[config.mk]
export PLATFORM = sky130hd
export DESIGN_NAME = stream_demux_1xn
export DESIGN_NICKNAME = d
export VERILOG_FILES = /design/src/rtl/stream_demux_pkg.sv /design/src/rtl/demux_out_slot.sv /design/src/rtl/stream_demux_1xn.sv
export SDC_FILE = /design/constraint.sdc
export NUM_CORES = 1
export LEC_CHECK = 0
export CORE_MARGIN = 1.5
export CORE_UTILIZATION = 40
export CTS_CLUSTER_DIAMETER = 120
export DETAILED_ROUTE_END_ITERATION = 8
export PLACE_DENSITY = 0.72
export SLEW_MARGIN = 20
export SYNTH_ARGS = -nofsm -noshare
export SYNTH_HDL_FRONTEND = slang
export SYNTH_SLANG_ARGS = --single-unit
[constraint.sdc]
create_clock -name clk -period 8.1 [get_ports clk]
set_input_delay 1.62 -clock clk [delete_from_list [all_inputs] [get_ports clk]]
set_output_delay 1.62 -clock clk [all_outputs]
set_load 0.01 [all_outputs]
[src/rtl/stream_demux_pkg.sv]
// Shared types and helpers for the registered 1:N stream demultiplexer.
package stream_demux_pkg;

    typedef enum logic [1:0] {
        IDLE  = 2'd0,
        ROUTE = 2'd1,
        DROP  = 2'd2
    } demux_state_t;

    // Select width for n channels; at least one bit even for degenerate n.
    function automatic int sel_w(input int n);
        return (n > 1) ? $clog2(n) : 1;
    endfunction

endpackage

[src/rtl/demux_out_slot.sv]
// One-entry output register for a single demux channel with valid/ready handshake.
module demux_out_slot #(
    parameter int DATA_W = 8
) (
    input  logic              clk,
    input  logic              rst,
    input  logic              wr_en,
    input  logic [DATA_W-1:0] wr_data,
    input  logic              wr_last,
    input  logic              out_ready,
    output logic              out_valid,
    output logic [DATA_W-1:0] out_data,
    output logic              out_last,
    output logic              slot_free
);

    logic              valid_q, valid_d;
    logic [DATA_W-1:0] data_q, data_d;
    logic              last_q, last_d;

    // A write in the same cycle as a drain wins, so valid stays high with the new beat.
    always_comb begin
        valid_d = valid_q;
        data_d  = data_q;
        last_d  = last_q;
        if (wr_en) begin
            valid_d = 1'b1;
            data_d  = wr_data;
            last_d  = wr_last;
        end else if (out_ready) begin
            valid_d = 1'b0;
        end
    end

    always_ff @(posedge clk or posedge rst) begin
        if (rst) begin
            valid_q <= 1'b0;
            data_q  <= '0;
            last_q  <= 1'b0;
        end else begin
            valid_q <= valid_d;
            data_q  <= data_d;
            last_q  <= last_d;
        end
    end

    assign out_valid = valid_q;
    assign out_data  = data_q;
    assign out_last  = last_q;
    assign slot_free = !valid_q || out_ready;

endmodule

[src/rtl/stream_demux_1xn.sv]
// Registered 1:N packet demultiplexer: routes by the first-beat select, locks the
// route until the last beat, and drops/counts packets with an out-of-range select.
module stream_demux_1xn
    import stream_demux_pkg::*;
#(
    parameter int DATA_W = 8,
    parameter int NUM_CH = 8,
    parameter int SEL_W  = sel_w(NUM_CH),
    parameter int CNT_W  = 16
) (
    input  logic                     clk,
    input  logic                     rst,
    input  logic                     in_valid,
    output logic                     in_ready,
    input  logic [DATA_W-1:0]        in_data,
    input  logic [SEL_W-1:0]         in_sel,
    input  logic                     in_last,
    output logic [NUM_CH-1:0]        out_valid,
    input  logic [NUM_CH-1:0]        out_ready,
    output logic [NUM_CH*DATA_W-1:0] out_data,
    output logic [NUM_CH-1:0]        out_last,
    output logic                     err_sel,
    output logic [CNT_W-1:0]         drop_cnt
);

    localparam int SEL_SPAN = 1 << SEL_W;

    demux_state_t      state_q, state_d;
    logic [SEL_W-1:0]  cur_sel_q, cur_sel_d;
    logic [CNT_W-1:0]  drop_cnt_q, drop_cnt_d;
    logic              err_sel_q, err_sel_d;

    logic [NUM_CH-1:0]   slot_free;
    logic [NUM_CH-1:0]   wr_en;
    logic [SEL_SPAN-1:0] free_pad;
    logic [SEL_W-1:0]    tgt_sel;
    logic                sel_bad;
    logic                route_beat;
    logic                accept;

    // Unused select codes (non-power-of-two NUM_CH) read as never free.
    always_comb begin
        free_pad = '0;
        for (int i = 0; i < NUM_CH; i++) begin
            free_pad[i] = slot_free[i];
        end
    end

    assign sel_bad = ({{(32-SEL_W){1'b0}}, in_sel} >= 32'(NUM_CH));
    assign tgt_sel = (state_q == IDLE) ? in_sel : cur_sel_q;
    assign accept  = in_valid && in_ready;

    always_comb begin
        state_d    = state_q;
        cur_sel_d  = cur_sel_q;
        drop_cnt_d = drop_cnt_q;
        err_sel_d  = 1'b0;
        in_ready   = 1'b0;
        route_beat = 1'b0;
        case (state_q)
            IDLE: begin
                if (in_valid) begin
                    if (sel_bad) begin
                        in_ready  = 1'b1;
                        err_sel_d = 1'b1;
                        if (drop_cnt_q != {CNT_W{1'b1}}) begin
                            drop_cnt_d = drop_cnt_q + CNT_W'(1);
                        end
                        if (!in_last) begin
                            state_d = DROP;
                        end
                    end else begin
                        in_ready   = free_pad[in_sel];
                        route_beat = 1'b1;
                        if (in_ready && !in_last) begin
                            cur_sel_d = in_sel;
                            state_d   = ROUTE;
                        end
                    end
                end
            end
            ROUTE: begin
                in_ready   = free_pad[cur_sel_q];
                route_beat = 1'b1;
                if (in_valid && in_ready && in_last) begin
                    state_d = IDLE;
                end
            end
            DROP: begin
                in_ready = 1'b1;
                if (in_valid && in_last) begin
                    state_d = IDLE;
                end
            end
            default: state_d = IDLE;
        endcase
    end

    always_comb begin
        wr_en = '0;
        for (int i = 0; i < NUM_CH; i++) begin
            wr_en[i] = accept && route_beat && (tgt_sel == SEL_W'(i));
        end
    end

    always_ff @(posedge clk or posedge rst) begin
        if (rst) begin
            state_q    <= IDLE;
            cur_sel_q  <= '0;
            drop_cnt_q <= '0;
            err_sel_q  <= 1'b0;
        end else begin
            state_q    <= state_d;
            cur_sel_q  <= cur_sel_d;
            drop_cnt_q <= drop_cnt_d;
            err_sel_q  <= err_sel_d;
        end
    end

    for (genvar i = 0; i < NUM_CH; i++) begin : g_slot
        demux_out_slot #(
            .DATA_W(DATA_W)
        ) u_slot (
            .clk      (clk),
            .rst      (rst),
            .wr_en    (wr_en[i]),
            .wr_data  (in_data),
            .wr_last  (in_last),
            .out_ready(out_ready[i]),
            .out_valid(out_valid[i]),
            .out_data (out_data[i*DATA_W +: DATA_W]),
            .out_last (out_last[i]),
            .slot_free(slot_free[i])
        );
    end

    assign err_sel  = err_sel_q;
    assign drop_cnt = drop_cnt_q;

endmodule

==> reports/summary.md <==
The final critical delay including setup and external delays was 5980 ps. The logs give 9110 um for the final wirelength and 0 for the final antenna-violating net count. The area growth from synthesis to layout is 28.9%.

The largest single stage delay on the critical path is 880 ps. In this run the critical register-to-register path is launched from cur_sel_q[0]. Overall power: 1.98 mW. At the later pin of the worst-skew pair, clock insertion delay measures 340 ps. The repair_antennas step left the layout with diodes totalling 0. Static timing analysis puts the maximum clock frequency at 167 MHz. Ranked by instance count, the synthesized netlist is headed by 84 x dfrtp_1, 63 x mux2_4, 34 x buf_4, 12 x mux2_1. Dividing the final minimum period by the clock period gives 73.9%.

The most common cell in the synthesized netlist is dfrtp_1. In this run the worst path has a maximum fanout of 11. The length in cells of the worst reg-to-reg path was 5. The routed layout has 2471 vias. Setup repair after global routing left no endpoint under its margin.

In this run the number of H-tree levels came out at 3. The number of buffers and inverters on the critical path is 2. The worst hold path depth works out to 1. The routability-driven placement congestion ratio is 0.826.

Transition time of the tightest slew-check pin: 1100 ps. The final core utilization is 53.5%. For this configuration, the core starts out at a cell density of 41.5%. The worst max-slew margin expressed relative to the limit is 26.5%. TritonCTS created 9 clock buffers. The power per cell area was 377 nW/um^2; the part of the Yosys area used for sequential elements was 51.5%. The first detailed-routing pass ran for 4 iterations.

Capturing point of the worst reg2reg path: g_slot[2].u_slot.out_data[0]. For this design, the slowest cell found on the critical path is a32oi_2. Row generation in the floorplan step produced 36 rows. Entering global routing, the biggest net connects 85 pins. The critical setup path kind is in -> out. Summed over all cells, the static leakage comes to 2.31 nW.

Number of enable flip-flop cells after synthesis: 0. Post-CTS repair changed the size of 0 cells. At the worst endpoint, the arrival time is 4360 ps. The worst hold path terminates at g_slot[2].u_slot.out_data[6]. In the final layout, the multi-input gates occupy 1710 sq um.

Across the whole layout, storage elements account for 2100 sq um. The count of buffers added on input and output ports is 103. After filler insertion, the fill cell instance count of the layout stands at 886. The starting DRC count in detailed routing was 68. The required time of the worst setup path came out at 6480 ps. The final worst hold slack came out at 493 ps.

Area share of the largest cell type after synthesis: 51.5%. In this run the deepest clock path goes through 2 buffers. TritonCTS built the clock tree. The count of distinct cell types in the synthesized netlist is 36. The run gives 4080 sq um as the synthesized area. By area the synthesized netlist is led by dfrtp_1 52%, mux2_4 23%, buf_4 6.3%. For this design, the sink count on the clock tree is 84. Leftover overflow at the end of global routing: 0. Across the run, the number of max-cap violations was 0. For the via count of the first global-routing pass, the log shows 2596. The number of top-level design ports was 121. Walking the worst path, the cells encountered are clkdlybuf4s50_1, or3b_1, a21o_1, a32oi_2, nand2_1, clkdlybuf4s50_1. In the global route stage, overall resource usage came out at 17.3%.

The path category of the worst min-delay check is reg -> reg. Root buffer cell: clkbuf_8. Dividing the detail-routed wire length by the instance count gives 17.9 um. Adding up every negative setup slack in the final design gives 0 ps. The run gives 0 as the synthesis warning total. The number of buffers added to fix hold violations after cts was 0. Number of vias per cell after detailed routing: 4.85. The tools report the final hold violation count as 0. The most frequently used flop master after synthesis was dfrtp_1. The tools report the critical path capture point type as a primary output. The final number of setup-violating endpoints came out at 0.

The first global-routing pass estimated 14500 um of wire. The estimated wirelength of the detail-placed design is 5880 um, and the horizontal extent of the die is 104 um. A synthesized cell averages 14.5 sq um. The run finished with clean final reports. The cell accounting for the most synthesized area is dfrtp_1. By instance count, the cell type seen most on the critical path is clkdlybuf4s50_1. The floorplan step defined a die boundary enclosing 10800 sq um.

The post-route netlist has 23.6% of its cells at a drive strength greater than 1. The number of antenna violations at the first check in global routing is 0, and the fraction of registers with async set or reset after synthesis is 100%. Clock-pin slew was measured on the worst setup and hold paths at 80 ps. The setup slack of the most critical reg-to-reg path was 5200 ps; the synthesis-stage register bit count was 84. The peak ir drop on the vdd network is 0.190 mV, and the number of cells produced by synthesis is 282.

The core area is 9820 sq um. Clock skew on the completed layout was measured at 6.56 ps. Measured along the y axis, the die boundary spans 104 um. The kind of cell with the highest combined delay along the critical path is buffers and inverters. The count of unresolved DRC violations after routing was 0. The worst setup path is launched from an input pin. The final layout contains 395 nets.

The tools report the count of buffers added by post-CTS timing repair for setup as 0. The final count of pins violating max slew was 0. The start point of the worst min-delay path was g_slot[2].u_slot.out_data[6].
## layout make-up
class,count,area share (%)
repair buffers,104,19.8
flip-flops and latches,84,40.0
multi-input cells,163,32.6
clock inverters,3,0.881
well taps,133,3.17
clock buffers,13,2.83
inverters,10,0.738
## cell families (layout without fill, tap and decap cells)
group / count (synthesis) / count (layout) / share of synthesized area, %
multiplexers: 77 / 77 / 27.0
other: 1 / 17 / 0.0919
AO/OA/AOI/OAI: 28 / 28 / 6.38
buffers and inverters: 51 / 130 / 8.13
flip-flops: 84 / 84 / 51.5
AND/OR/NAND/NOR: 41 / 41 / 6.84
## metrics by stage
stage,setup slack (ps),cell area (sq um),instances
floorplan,3580,4140,298
global placement,2150,5060,494
detailed placement,2130,5060,494
CTS,2110,5250,510
global route,1990,5260,510
finish,2120,5260,510
## worst max-delay path by stage
stage / start / endpoint / slack [ps] / depth (start not counted)
global placement: in_sel[1] / in_ready / 2150 / 6
detailed placement: in_sel[1] / in_ready / 2130 / 6
finish: in_sel[1] / in_ready / 2120 / 6
global route: in_sel[1] / in_ready / 1990 / 6
floorplan: in_sel[1] / in_ready / 3580 / 6
CTS: in_sel[1] / in_ready / 2110 / 6
## worst register-to-register path: cells and delay by family, from the launching register on
family	cells	cell delay (ps)
mux	1	450
simple gates	1	430
flops	1	520
compound gates	3	1400
## routing by layer
metal,vias to the layer above,track usage (%),routed length [um]
li1,1120,-,-
met1,1257,22.5,4120
met2,84,27.7,4370
met3,10,5.64,461
met4,0,5.06,155
met5,-,0,0
## placed cells by master, fill, tap and decap left out, types with 2 or more instances in the layout
| master | synthesis | final |
|---|---|---|
| nand2_1 | 10 | 10 |
| nor4b_1 | 2 | 2 |
| or3b_1 | 5 | 5 |
| a21oi_1 | 6 | 6 |
| inv_1 | 10 | 9 |
| o21ai_1 | 2 | 2 |
| clkdlybuf4s50_1 | 0 | 103 |
| mux2_4 | 63 | 63 |
| mux2_1 | 12 | 12 |
| nor3_1 | 2 | 2 |
| clkbuf_8 | 0 | 10 |
| nand3b_1 | 6 | 6 |
| nand4b_1 | 2 | 2 |
| a21o_1 | 9 | 9 |
| dfrtp_1 | 84 | 84 |
| a21oi_4 | 7 | 7 |
| clkbuf_1 | 2 | 3 |
| and3b_1 | 2 | 2 |
| conb_1 | 1 | 17 |
| nor4bb_1 | 3 | 3 |
| nor3b_1 | 2 | 2 |
## registers in the layout, summed over array words and instances, names as in the netlist
name                     flops
cur_sel_q                    3
g_slot.u_slot.out_valid      8
state_q                      1
g_slot.u_slot.out_data      64
g_slot.u_slot.out_last       8
## report_power, final
| part | internal (mW) | switching (mW) | leakage (nW) | total [mW] |
|---|---|---|---|---|
| registers | 0.613 | 0.142 | 1.04 | 0.755 |
| clock network | 0.152 | 0.146 | 0.0938 | 0.298 |
| logic | 0.596 | 0.333 | 1.18 | 0.929 |
(Power assumes the default switching activity.)
